===== src/rtl/udma_adc_scan_sched.sv =====
// Periodic ADC scan scheduler: paces conversions, picks channels round-robin and streams tagged samples.
// Optional conversion timeout is enabled by defining ADC_SCHED_TIMEOUT_EN.
module udma_adc_scan_sched #(
  parameter int ADC_NUM_CHS    = 8,
  parameter int CH_ID_WIDTH    = 3,
  parameter int DATA_WIDTH     = 16,
  parameter int DIV_WIDTH      = 16,
  parameter int TIMEOUT_CYCLES = 255
) (
  input  logic                   clk_i,
  input  logic                   rstn_i,
  input  logic                   cfg_run_i,
  input  logic [ADC_NUM_CHS-1:0] cfg_ch_en_i,
  input  logic                   cfg_single_ch_mode_i,
  input  logic [CH_ID_WIDTH-1:0] cfg_single_ch_sel_i,
  input  logic [DIV_WIDTH-1:0]   cfg_period_i,
  output logic                   adc_req_o,
  output logic [CH_ID_WIDTH-1:0] adc_ch_o,
  input  logic                   adc_ack_i,
  input  logic                   adc_valid_i,
  input  logic [DATA_WIDTH-1:0]  adc_data_i,
  output logic                   smp_valid_o,
  input  logic                   smp_ready_i,
  output logic [DATA_WIDTH-1:0]  smp_data_o,
  output logic [CH_ID_WIDTH-1:0] smp_ch_o,
  output logic                   busy_o,
  output logic                   overrun_o,
  output logic                   err_timeout_o
);

  typedef enum logic [1:0] {
    IDLE,
    REQ,
    CONV,
    PUSH
  } state_e;

  if ((2 ** CH_ID_WIDTH) < ADC_NUM_CHS || TIMEOUT_CYCLES < 1) begin : gBadParams
    $error("udma_adc_scan_sched: invalid parameter combination");
  end

  state_e                 state_q, state_d;
  logic [DIV_WIDTH-1:0]   tickCnt_q, tickCnt_d;
  logic [CH_ID_WIDTH-1:0] lastCh_q, lastCh_d;
  logic [CH_ID_WIDTH-1:0] ch_q, ch_d;
  logic                   adcReq_q, adcReq_d;
  logic                   smpValid_q, smpValid_d;
  logic [DATA_WIDTH-1:0]  smpData_q, smpData_d;
  logic                   tick;
  logic                   grantValid;
  logic [CH_ID_WIDTH-1:0] grant;
  logic [ADC_NUM_CHS-1:0] candidates;

`ifdef ADC_SCHED_TIMEOUT_EN
  localparam int TO_W = $clog2(TIMEOUT_CYCLES + 1);
  logic [TO_W-1:0] toCnt_q, toCnt_d;
  logic            errTimeout_q, errTimeout_d;
`endif

  assign tick = cfg_run_i && (tickCnt_q == cfg_period_i);

  always_comb begin
    tickCnt_d = '0;
    if (cfg_run_i && !tick) begin
      tickCnt_d = tickCnt_q + DIV_WIDTH'(1);
    end
  end

  // Out-of-range select values match no bit, so they yield an empty set.
  always_comb begin
    candidates = cfg_ch_en_i;
    if (cfg_single_ch_mode_i) begin
      for (int i = 0; i < ADC_NUM_CHS; i++) begin
        candidates[i] = cfg_ch_en_i[i] && (cfg_single_ch_sel_i == CH_ID_WIDTH'(i));
      end
    end
  end

  // Descending scans leave the lowest match; the second pass prefers channels above last_ch.
  always_comb begin
    grant      = '0;
    grantValid = |candidates;
    for (int i = ADC_NUM_CHS - 1; i >= 0; i--) begin
      if (candidates[i]) begin
        grant = CH_ID_WIDTH'(i);
      end
    end
    for (int i = ADC_NUM_CHS - 1; i >= 0; i--) begin
      if (candidates[i] && (CH_ID_WIDTH'(i) > lastCh_q)) begin
        grant = CH_ID_WIDTH'(i);
      end
    end
  end

  always_comb begin
    state_d    = state_q;
    lastCh_d   = lastCh_q;
    ch_d       = ch_q;
    adcReq_d   = adcReq_q;
    smpValid_d = smpValid_q;
    smpData_d  = smpData_q;
`ifdef ADC_SCHED_TIMEOUT_EN
    toCnt_d      = toCnt_q;
    errTimeout_d = 1'b0;
`endif
    case (state_q)
      IDLE: begin
        if (tick && grantValid) begin
          ch_d     = grant;
          adcReq_d = 1'b1;
          state_d  = REQ;
`ifdef ADC_SCHED_TIMEOUT_EN
          toCnt_d  = '0;
`endif
        end
      end
      REQ: begin
        if (adc_ack_i) begin
          adcReq_d = 1'b0;
          state_d  = CONV;
        end
      end
      CONV: begin
        if (adc_valid_i) begin
          smpData_d  = adc_data_i;
          smpValid_d = 1'b1;
          state_d    = PUSH;
        end
      end
      PUSH: begin
        if (smp_ready_i) begin
          smpValid_d = 1'b0;
          lastCh_d   = ch_q;
          state_d    = IDLE;
        end
      end
      default: state_d = IDLE;
    endcase
`ifdef ADC_SCHED_TIMEOUT_EN
    // A result arriving in the final cycle still wins over the abort.
    if ((state_q == REQ) || ((state_q == CONV) && !adc_valid_i)) begin
      if (toCnt_q == TO_W'(TIMEOUT_CYCLES - 1)) begin
        adcReq_d     = 1'b0;
        errTimeout_d = 1'b1;
        lastCh_d     = ch_q;
        state_d      = IDLE;
      end else begin
        toCnt_d = toCnt_q + TO_W'(1);
      end
    end
`endif
  end

  always_ff @(posedge clk_i or negedge rstn_i) begin
    if (!rstn_i) begin
      state_q    <= IDLE;
      tickCnt_q  <= '0;
      lastCh_q   <= CH_ID_WIDTH'(ADC_NUM_CHS - 1);
      ch_q       <= '0;
      adcReq_q   <= 1'b0;
      smpValid_q <= 1'b0;
      smpData_q  <= '0;
    end else begin
      state_q    <= state_d;
      tickCnt_q  <= tickCnt_d;
      lastCh_q   <= lastCh_d;
      ch_q       <= ch_d;
      adcReq_q   <= adcReq_d;
      smpValid_q <= smpValid_d;
      smpData_q  <= smpData_d;
    end
  end

`ifdef ADC_SCHED_TIMEOUT_EN
  always_ff @(posedge clk_i or negedge rstn_i) begin
    if (!rstn_i) begin
      toCnt_q      <= '0;
      errTimeout_q <= 1'b0;
    end else begin
      toCnt_q      <= toCnt_d;
      errTimeout_q <= errTimeout_d;
    end
  end
  assign err_timeout_o = errTimeout_q;
`else
  assign err_timeout_o = 1'b0;
`endif

  assign adc_req_o   = adcReq_q;
  assign adc_ch_o    = ch_q;
  assign smp_valid_o = smpValid_q;
  assign smp_data_o  = smpData_q;
  assign smp_ch_o    = ch_q;
  assign busy_o      = (state_q != IDLE);
  assign overrun_o   = tick && (state_q != IDLE);

endmodule


===== config.mk =====
export PLATFORM = sky130hd
export DESIGN_NAME = udma_adc_scan_sched
export DESIGN_NICKNAME = d
export VERILOG_FILES = /design/src/rtl/udma_adc_scan_sched.sv
export SDC_FILE = /design/constraint.sdc
export NUM_CORES = 1
export LEC_CHECK = 0
export ABC_AREA = 1
export CELL_PAD_IN_SITES_DETAIL_PLACEMENT = 2
export CELL_PAD_IN_SITES_GLOBAL_PLACEMENT = 2
export CORE_MARGIN = 2
export CORE_UTILIZATION = 26
export DETAILED_ROUTE_END_ITERATION = 10
export GPL_TIMING_DRIVEN = 0
export PLACE_DENSITY = 0.9
export RECOVER_POWER = 100
export SLEW_MARGIN = 20
export SYNTH_ARGS = -nofsm -noshare
export SYNTH_HDL_FRONTEND = slang
export SYNTH_SLANG_ARGS = --single-unit

===== constraint.sdc =====
create_clock -name clk_i -period 2.3 [get_ports clk_i]
set_input_delay 0.345 -clock clk_i [delete_from_list [all_inputs] [get_ports clk_i]]
set_output_delay 0.345 -clock clk_i [all_outputs]
set_load 0.01 [all_outputs]

Word-level counts from Yosys, hierarchy flattened
Cells that the tools add are included.
{"block": "word_totals", "regBits": 42, "inputBits": 50, "output_inout_bits": 27, "wordCells": 93}
{"block": "op_classes", "addsub": 1, "order_cmp": 8, "n_eq_ne": 15, "n_mux": 29, "reduce_logical": 33}
{"cell": "two-way mux 3 bit", "count": 16}
{"cell": "logical AND 1 bit", "count": 20}
{"cell": "adder 16 x 1 -> 16 bit, second input constant", "count": 1}
{"cell": "equality test 16 bit", "count": 1}
{"cell": "two-way mux 16 bit", "count": 1}
{"cell": "equality test 3 bit, second input constant", "count": 4}
{"cell": "greater-than comparator 3 bit, first input constant", "count": 4}
{"cell": "two-way mux 2 bit", "count": 4}
{"cell": "two-way mux 8 bit", "count": 1}
{"cell": "inequality test 2 bit, second input constant", "count": 4}
{"cell": "one-hot mux 2 bit (4 select lines)", "count": 1}
{"cell": "OR reduction 8 bit", "count": 1}
{"cell": "equality test 3 x 2 -> 1 bit, second input constant", "count": 2}
{"cell": "greater-than comparator 1 x 3 -> 1 bit, first input constant", "count": 2}
{"cell": "greater-than comparator 2 x 3 -> 1 bit, first input constant", "count": 2}
{"cell": "AND reduction 2 bit", "count": 3}
{"cell": "AND reduction 3 bit", "count": 2}
{"cell": "nonzero test 2 bit", "count": 3}
{"cell": "equality test 2 bit, second input constant", "count": 2}
{"cell": "two-way mux 1 bit", "count": 4}
{"cell": "one-hot mux 1 bit (2 select lines)", "count": 2}
{"cell": "AND reduction 4 bit", "count": 1}
{"cell": "equality test 3 x 1 -> 1 bit, second input constant", "count": 1}
{"cell": "logical NOT 3 bit", "count": 1}
{"cell": "other kinds (3)", "count": 3}

Logic depth before layout (Yosys ltp)
Gate-level depths: netlist (run 1).
{"block": "logic_depth", "depth_word": 19, "ltp_mapped": 18, "mapped_depth_nobuf": 18}

Worst setup path before layout (run 1)
OpenSTA, ideal clock, no wires.
{"block": "synth_timing", "kind": "reg2reg", "from": "reg tickCnt_q[0]", "to": "reg tickCnt_q[14]", "setup_time_ns": 0.128, "arrival_ns": 1.649, "t_required_ns": 2.172, "slack_ns": 0.523, "stages_incl_launch_ff": 14, "path_buffers": 0, "period_less_slack_ns": 1.777, "path_cell_list": "dfrtp_1 ha_1 nand2_1 nor2_1 inv_2 nor2_1 and3_1 nand3_1 inv_2 nand2_1 nor2_1 nand4_1 xor2_1 nor2_1"}
{"block": "synth_via", "elab_chain_cells": 5, "elab_cells_between_ends": 6, "classes_between": "1 x add/sub; 1 x eq/ne; 1 x mux; 3 x reduce/logical"}
{"item": "start: declaration", "line": "43", "text": "logic [DIV_WIDTH-1:0] tickCnt_q, tickCnt_d;"}
{"item": "start signal: assignment", "line": "165", "text": "tickCnt_q <= tickCnt_d;"}
{"item": "branches (longest 4 deep; another with adder 16 x 1 -> 16 bit)"}
{"item": "two-way mux 16 bit *", "line": "64", "text": "if (cfg_run_i && !tick) begin"}
{"item": "net tickCnt_d[14]", "line": "43"}
Mark *: on every way through the listed nets, which the timed path passes.
A chain may end at the register's enable or synchronous reset.

Worst setup path after layout (run 1)
{"block": "layout_timing", "from": "reg tickCnt_q[13]", "to": "out overrun_o"}
{"block": "layout_via", "elab_chain_cells": 3}
{"item": "equality test 16 bit", "line": "60", "text": "assign tick = cfg_run_i && (tickCnt_q == cfg_period_i);"}
{"item": "logical AND 1 bit", "line": "60"}
{"item": "logical AND 1 bit", "line": "195", "text": "assign overrun_o = tick && (state_q != IDLE);"}
{"item": "end: declaration", "line": "27", "text": "output logic overrun_o,"}
Every way passes these cells.

==> reports/qor.txt, run 1 <==
status = finished clean
CTS tree = done
diodes inserted = 0
Die Y = 99.7 um
RD Place Congestion = 0.754
hpwl dp = 5.61 mm
measured slew at the worst slew-check pin = 1260 ps
Die X = 99.7 um
initial antenna violation count = 0
largest area contributor in the netlist = dfrtp_1
largest net degree at the start of global routing = 23
CP required = 1960 ps
Wirelength per Cell = 14.6 um
Slew Viols, Final = 0
clk sinks = 42
Clk pwr share = 19.2%
routed vias = 2,214
Switching Share = 34.1%
P per Cell Area = 770 nW/um^2
number of vias per cell = 4.68
clk root buf = clkbuf_8
post-synthesis cell type count = 34
Final WS setup = 105 ps
core area = 8810 um^2
top cells by area, synth = dfrtp_1 (41%), nand2_1 (8.2%), mux2_2 (7.6%), xor2_1 (5.5%), nor2_1 (4.6%)
Async SR Flop Fraction = 100%
Area growth syn-to-layout = 42.1%
RSZ-0062 raised after global routing = no
first-pass GRT wire length = 11.7 mm
Worst Setup End Kind = output pin
row cnt = 34
gr usage total = 14.5%
layout cell share with drive strength beyond 1 = 15.1%
Routed Antenna Nets = 0
top post-synthesis cells by count = nand2_1 (52), dfrtp_1 (39), nor2_1 (29), inv_1 (28), mux2_2 (16)
synthesized area per cell = 8.47 um^2
slew margin rel. = 16.0%
Place WS = -470 ps
Min Clock Period, post-route = 2190 ps
critical path launch point = tickCnt_q[13]
fin crit share = 95.4%
NumNets Final = 419
area post-placement = 3280 um^2
VDD IR max = 515 uV
Pint = 1720 uW
area of the die = 9940 um^2
Pwr Total = 2610 uW
CP Launch Type = flip-flop
Num CTS Buffers = 5
Leak = 0.00156 uW
FMAX = 456 MHz
Remaining DRCs = 0
R2R Path Start = tickCnt_q[13]
final WL = 6.93 mm
post-layout instance area = 3380 um^2
hold buffers post-CTS = 0
worst skew pair latency = 300 ps
grt ovf = 0
Initial Util = 27.0%
Mapped Cells = 281
Hold Vio Cnt, Final = 0
clk slew on worst S/H paths = 90 ps
post-synth top area share = 41.0%
H-tree depth = 2
Clock Path Buffers = 2
Synth Register Bits = 42
Top FF cell, synth = dfrtp_1
Crit path arrival time = 1850 ps
WS Path Type = reg -> out
HP Class = in -> async
first drt pass iteration count = 3
Comb power frac = 40.3%
vias in the first global route = 2,468
count leader, synth = nand2_1
PortBufs = 74
mapped cell area = 2380 um^2
Reg power frac = 40.6%
Max Cap Violations = 0
Layout fillers = 982
NetSw = 888 uW
Post-synth EDFFs = 0
I/O Pins = 77
Ys Warns = 0
Initial DRC Count = 23
endpoints failing setup = 0
CP Max Fanout = 5
post-synthesis sequential area ratio = 44.3%
clock skew = 9.59 ps
syn_nets = 336
==> path summary, 6_finish.rpt <==
| path | end | slack, ps | cells past startpoint |
|---|---|---|---|
| worst min register to register | adc_req_o | 500 | 2 |
| worst max-delay path | overrun_o | 110 | 5 |
| min in group clk_i | adc_req_o | 500 | 2 |
| worst max register to register | tickCnt_q[12] | 210 | 6 |
| max in group asynchronous | lastCh_q[1] | 1210 | 2 |
| worst min-delay path | tickCnt_q[13] | 290 | 1 |
==> placed cells by master (no fill, tap or decap), types with 8 or more instances in the layout <==
cell type,Yosys,routed
nand2_1,52,52
xor2_1,15,15
inv_2,7,8
nor3_1,9,8
nand3_1,9,8
inv_1,28,27
dfrtp_1,39,38
clkdlybuf4s50_1,0,45
o21ai_0,12,14
nor2_1,29,29
a21oi_1,13,13
dlygate4sd3_1,0,25
mux2_2,16,16
==> logic make-up after synthesis <==
kind of cell,Yosys count,share of synthesized area [%]
buffers and inverters,41,7.09
other,1,0.157
AO/OA/AOI/OAI,37,8.25
AND/OR/NAND/NOR,124,24.5
multiplexers,16,7.57
flip-flops,42,44.3
adder cells (fa/ha/maj),5,2.63
XOR/XNOR,15,5.52
==> critical path: stages (launching register included) <==
cell	delay, ps
dfrtp_1	440
xor2_1	190
nor4_1	310
nand4_1	240
nor3_2	200
buf_2	170
==> flip-flops by register name, indices dropped and copies added (netlist names) <==
register     flops
smp_data_o      16
tickCnt_q       16
adc_ch_o         3
lastCh_q         3
state_q          2
adc_req_o        1
smp_valid_o      1
==> power by group through the flow <==
| stage | Sequential (uW) | Combinational [uW] | Clock, uW |
|---|---|---|---|
| detailed placement | 1080 | 1120 | 0 |
| floorplan | 1140 | 479 | 0 |
| global placement | 1070 | 1080 | 0 |
| global route | 1090 | 1170 | 543 |
| finish | 1060 | 1050 | 500 |
| CTS | 1070 | 1140 | 518 |
==> layer usage <==
metal | track usage, % | wire length, um
met4 | 3.16 | 62
met5 | 0 | 0
met2 | 28.0 | 3740
met1 | 16.2 | 2780
met3 | 2.95 | 337
==> metrics by stage <==
step           cells  util (%)  hold slack, ps  TNS [ps]
2_1_floorplan    281         -            49.4         0
3_3_place_gp     463      37.0             487    -14440
3_5_place_dp     464      37.2             365     -1770
4_1_cts          473      38.3            24.1         0
5_1_grt          473      38.4             380         0
6_report         473      38.4             293         0
==> what timing repair did <==
item,in CTS,in global routing
buffers inserted,1,0
setup endpoints to repair,1,4
pin swaps,5,2
gates cloned,0,0
resized for setup,8,4
==> layout make-up <==
class / instances / area (um^2) / area share, %
Clock inverter: 3 / 23.8 / 0.703
Timing Repair Buffer: 76 / 762 / 22.5
Tap cell: 108 / 135 / 3.99
Buffer: 6 / 37.5 / 1.11
Multi-Input combinational cell: 198 / 1170 / 34.5
Inverter: 35 / 131 / 3.88
Sequential cell: 42 / 1060 / 31.2
Clock buffer: 5 / 68.8 / 2.03
(Power assumes the default switching activity.)
==> run 2: changes to the inputs <==
--- a/config.mk
+++ b/config.mk
@@ -5,14 +5,13 @@
 export SDC_FILE = /design/constraint.sdc
 export NUM_CORES = 1
 export LEC_CHECK = 0
-export ABC_AREA = 1
 export CELL_PAD_IN_SITES_DETAIL_PLACEMENT = 2
 export CELL_PAD_IN_SITES_GLOBAL_PLACEMENT = 2
 export CORE_MARGIN = 2
-export CORE_UTILIZATION = 26
+export CORE_UTILIZATION = 29
 export DETAILED_ROUTE_END_ITERATION = 10
 export GPL_TIMING_DRIVEN = 0
-export PLACE_DENSITY = 0.9
+export PLACE_DENSITY = 0.92
 export RECOVER_POWER = 100
 export SLEW_MARGIN = 20
 export SYNTH_ARGS = -nofsm -noshare
==> constraint.sdc (replaced) <==
create_clock -name clk_i -period 2.45 [get_ports clk_i]
set_input_delay 0.3675 -clock clk_i [delete_from_list [all_inputs] [get_ports clk_i]]
set_output_delay 0.3675 -clock clk_i [all_outputs]
set_load 0.01 [all_outputs]
==> reports/qor.txt, run 2 <==
post-synth top area share = 38.3%
Leak = 0.00144 uW
number of vias per cell = 4.95
Area growth syn-to-layout = 39.2%
endpoints failing setup = 0
Wirelength per Cell = 16.9 um
core area = 8640 um^2
top cells by area, synth = dfrtp_1 (38%), mux2_2 (8.0%), xnor2_1 (7.2%), dfstp_2 (3.1%), nor2_1 (2.8%)
post-layout instance area = 3540 um^2
grt ovf = 0
first drt pass iteration count = 4
clk slew on worst S/H paths = 80 ps
clk root buf = clkbuf_8
Async SR Flop Fraction = 100%
largest area contributor in the netlist = dfrtp_1
first-pass GRT wire length = 12.7 mm
most frequent cells in the layout = clkdlybuf4s50_1 (46), dfrtp_1 (39), dlygate4sd3_1 (26)
NumNets Final = 387
status = finished clean
syn_nets = 303
fin crit share = 94.6%
row cnt = 34
layout cell share with drive strength beyond 1 = 15.9%
Ys Warns = 0
fin util = 41.0%
Max Cap Violations = 0
synthesized area per cell = 10.3 um^2
area post-placement = 3440 um^2
Mapped Cells = 248
post-synthesis cell type count = 54
P per Cell Area = 718 nW/um^2
worst skew pair latency = 310 ps
Die Y = 97.7 um
Min Clock Period, post-route = 2320 ps
FMAX = 431 MHz
Storage cell area = 1050 um^2
hold path start = smp_data_o[3]
area of the die = 9540 um^2
Synth Register Bits = 42
Initial Util = 29.5%
H-tree depth = 2
Initial DRC Count = 36
hpwl dp = 5.85 mm
slew margin rel. = 49.6%
RSZ-0062 raised after global routing = no
Num CTS Buffers = 5
Clock Path Buffers = 2
CTS tree = done
HP Class = reg -> reg
diodes inserted = 0
final WL = 7.44 mm
post-synthesis sequential area ratio = 41.4%
Crit path arrival time = 2510 ps
routed vias = 2,184
gr usage total = 16.5%
mapped cell area = 2540 um^2
CP Launch Type = input pin
WS Path Type = in -> reg
Routed Antenna Nets = 0
initial antenna violation count = 0
CP Max Fanout = 9
top post-synthesis cells by count = dfrtp_1 (39), xnor2_1 (21), nor2_1 (19), mux2_2 (18), nand2_1 (17)
clock skew = 7.89 ps
PortBufs = 74
commonest non-fill, non-tap cell in the layout = clkdlybuf4s50_1
largest net degree at the start of global routing = 30
Remaining DRCs = 0
VDD IR max = 291 uV
R2R Path Start = tickCnt_q[0]
Top FF cell, synth = dfrtp_1
Die X = 97.7 um
critical path launch point = cfg_single_ch_sel_i[2]
Layout fillers = 944
CP required = 2640 ps
Slew Viols, Final = 0
vias in the first global route = 2,515
measured slew at the worst slew-check pin = 756 ps
clk sinks = 42
area of the multi-input gates = 1380 um^2
Post-synth EDFFs = 0
Hold Vio Cnt, Final = 0
count leader, synth = dfrtp_1
Worst Setup End Kind = flip-flop
RD Place Congestion = 0.774
I/O Pins = 77
run 2: cell count changes after synthesis, moves of 5 or more:
cell / change
xor2_1: -10
nor4_1: -5
nor3_1: -6
inv_1: -16
o21ai_1: -6
inv_2: -7
xnor2_1: +21
nand2_1: -35
nor2_1: -10
run 2: per-layer routing:
layer	vias to the layer above	GRT usage (%)	wire, um
li1	1050	-	-
met1	1087	20.0	3100
met2	42	30.5	4060
met3	5	2.30	220
met4	0	4.17	68
met5	-	0	0
run 2: final cells by class:
type	count	area share, %
inverter	12	1.27
timing repair buffer	78	21.5
sequential	42	29.8
tap	108	3.81
multi-input combinational	181	38.9
buffer	12	2.08
clock buffer	6	2.33
clock inverter	2	0.353
run 2: power by group:
part	total (uW)	switching, uW	internal, uW
registers	980	103	878
clock network	488	261	227
logic	1070	474	599
run 2: path summary, 6_finish.rpt:
check / end / slack, ps / depth (start not counted)
worst max-delay path: state_q[1] / 130 / 7
max in group asynchronous: tickCnt_q[4] / 610 / 3
min in group asynchronous: adc_ch_o[1] / 630 / 2
worst min-delay path: smp_data_o[3] / 510 / 1
worst max register to register: state_q[1] / 200 / 7
worst min register to register: smp_data_o[3] / 510 / 1
run 2: cell families (layout without fill, tap and decap cells):
| family | count (synthesis) | in the layout | share of synthesized area, % |
|---|---|---|---|
| compound gates | 50 | 50 | 16.0 |
| xor+xnor | 26 | 26 | 8.95 |
| fa+ha+maj | 6 | 6 | 2.85 |
| buf+inv | 25 | 110 | 4.82 |
| flops | 42 | 42 | 41.4 |
| mux | 23 | 23 | 10.1 |
| other cells | 1 | 1 | 0.147 |
| simple gates | 75 | 75 | 15.6 |
run 2: stage by stage:
step	std cells	TNS, ps	hold slack, ps	total power (uW)	setup WS, ps
after floorplan	248	0	71.9	1570	428
after global placement	430	-9610	487	2060	-414
after detailed placement	431	-4320	288	2140	-442
after CTS	440	0	491	2640	10.8
after global routing	441	0	538	2710	17.6
final	441	0	506	2540	131
run 2: worst max-delay path, cell delays in order:
cell	delay (ps)
clkdlybuf4s50_1	560
or3b_4	460
a21boi_4	200
or3_4	180
o211ai_4	110
a221oi_4	300
mux2_4	320
run 2: what timing repair did:
item | in CTS | in global routing
resized for setup | 2 | 6
pin swaps | 3 | 5
endpoints found under the hold margin | 11 | 0
setup endpoints to repair | 9 | 7
setup buffers | 1 | 1
hold buffers | 1 | 0
==> patch: new RTL, flow settings as in run 1 <==
Add a define of `ADC_SCHED_TIMEOUT_EN`.
--- a/src/rtl/udma_adc_scan_sched.sv
+++ b/src/rtl/udma_adc_scan_sched.sv
@@ -1,4 +1,6 @@
 // Periodic ADC scan scheduler: paces conversions, picks channels round-robin and streams tagged samples.
 // Optional conversion timeout is enabled by defining ADC_SCHED_TIMEOUT_EN.
+`define ADC_SCHED_TIMEOUT_EN
+
 module udma_adc_scan_sched #(
   parameter int ADC_NUM_CHS    = 8,
Formal check against the unedited RTL: same outputs for any inputs over 10 cycles, from zero or initial values and one cycle with rstn_i low; that may be too few to reach the edited logic, so the function may still have changed.
==> patch against run 1 <==
Sequential share of layout area grew 2.1 points; sequential cell count grew 9; routed wire length up 32%; synthesized cell count rose by 10%; area after synthesis up 15%; cell area up 14%; worst setup slack got worse by 46 ps.
Power is not compared: it rests on default switching activity, and its combinational part moved more than twofold at a synthesized area within 25%.
==> patch: results <==
group,metric,value,unit
layout,insertedDiodeCount,0,
placement,place_inst,520,
synthesis,syn_nets,362,
timing,tns,0,ps
clock_tree,numCtsBuffers,5,
detailed_routing,vias,2544,
layout,nets,450,
floorplan,fp.coreArea,10300,µm²
placement,hpwl,6.56,mm
detailed_routing,wl_per_cell,17.1,µm
grt,grt_pass1_vias,2936,
synthesis,synth.avg_cell_area,8.89,µm²
timing,setup_slack,59.1,ps
timing,worst_pin_slew,1300,ps
pwr,leakagePower,1.78,nW
placement,place_ws,-420,ps
critical_path,crit_path_end,"overrun_o",
grt,grt_pass1_wl,14.5,mm
grt,met2_usage,0.294,
timing,finClkSkew,7.48,ps
critical_path,cp.arrival,1900,ps
detailed_routing,wl_met3,321,µm
detailed_routing,m1WireLength,3.88,mm
layout,drive_gt1_frac,0.178,
critical_path,r2r_start,"tickCnt_q[7]$_DFF_PN0_",
clock_tree,ctsResizeCount,9,
grt,grt_use_met1,0.187,
placement,gp_congestion,0.764,
detailed_routing,drt_iter0_markers,31,
synthesis,synth_edf_count,0,
clock_tree,post_cts_buffers,2,
critical_path,reg2reg_depth,12,
critical_path,crit_family,"simple AND/OR/NAND/NOR gates",
timing,holdWs,317,ps
critical_path,critPathLaunch,"cfg_period_i[4]",
clock_tree,cts_root_buffer,"clkbuf_8",
grt,grt_max_degree,52,
outcome,run_status,"finished clean",
grt,grt_usage,0.157,
worst_hold_path,hold_path_class,"input port to asynchronous set/reset pin",
critical_path,crit_fanout,2,
synthesis,seq_area_frac_synth,0.466,
critical_path,critPathSlowestCell,"clkdlybuf4s50_1",
critical_path,reg2reg_to,"toCnt_q[6]$_DFF_PN0_",
synthesis,synth_area_leaders,"dfrtp_1 44%, nand2_1 7.5%, mux2_2 6.6%",
detailed_routing,viasPerCell,4.76,
pwr,vdd_drop_max,0.000278,V
detailed_routing,route.top_layer_used,"met4",
placement,placed_area,3660,µm²
placement,place.port_buffers,75,
grt,use_met3,0.0304,
synthesis,synth_cell_types,41,
detailed_routing,met2_length,4.85,mm
clock_tree,htreeDepth,2,
synthesis,synth_common_cells,"55 x nand2_1, 48 x dfrtp_1, 35 x inv_1",
critical_path,reg2reg_setup_slack,110,ps
synthesis,yosysMostFrequentCell,"nand2_1",
[patch: layout make-up]
| type | instances | area, µm² |
|---|---|---|
| timing repair buffer | 81 | 786 |
| inverter | 38 | 143 |
| tap | 136 | 170 |
| sequential | 51 | 1280 |
| clock inverter | 1 | 5.00 |
| buffer | 5 | 31.3 |
| clock buffer | 7 | 86.3 |
| multi-input combinational | 215 | 1350 |
| fill | 1162 | 6420 |
[patch: power by group through the flow]
stage,clock network (mW),logic [mW],registers [mW]
global route,0.608,0.260,0.914
finish,0.557,0.233,0.913
CTS,0.570,0.224,0.913
floorplan,0,0.0822,0.929
detailed placement,0,0.220,0.930
global placement,0,0.213,0.929
[patch: logic make-up (layout without fill, tap and decap cells)]
family                     Yosys count  after routing  share of synthesized area
and+or+nand+nor                    122            122                      0.220
AOI/OAI and AO/OA                   59             59                      0.123
buffers and inverters               43            132                     0.0633
muxes                               17             17                     0.0692
DFF                                 51             51                      0.466
xor gates and xnor gates            14             14                     0.0446
adders and majority gates            3              3                     0.0137
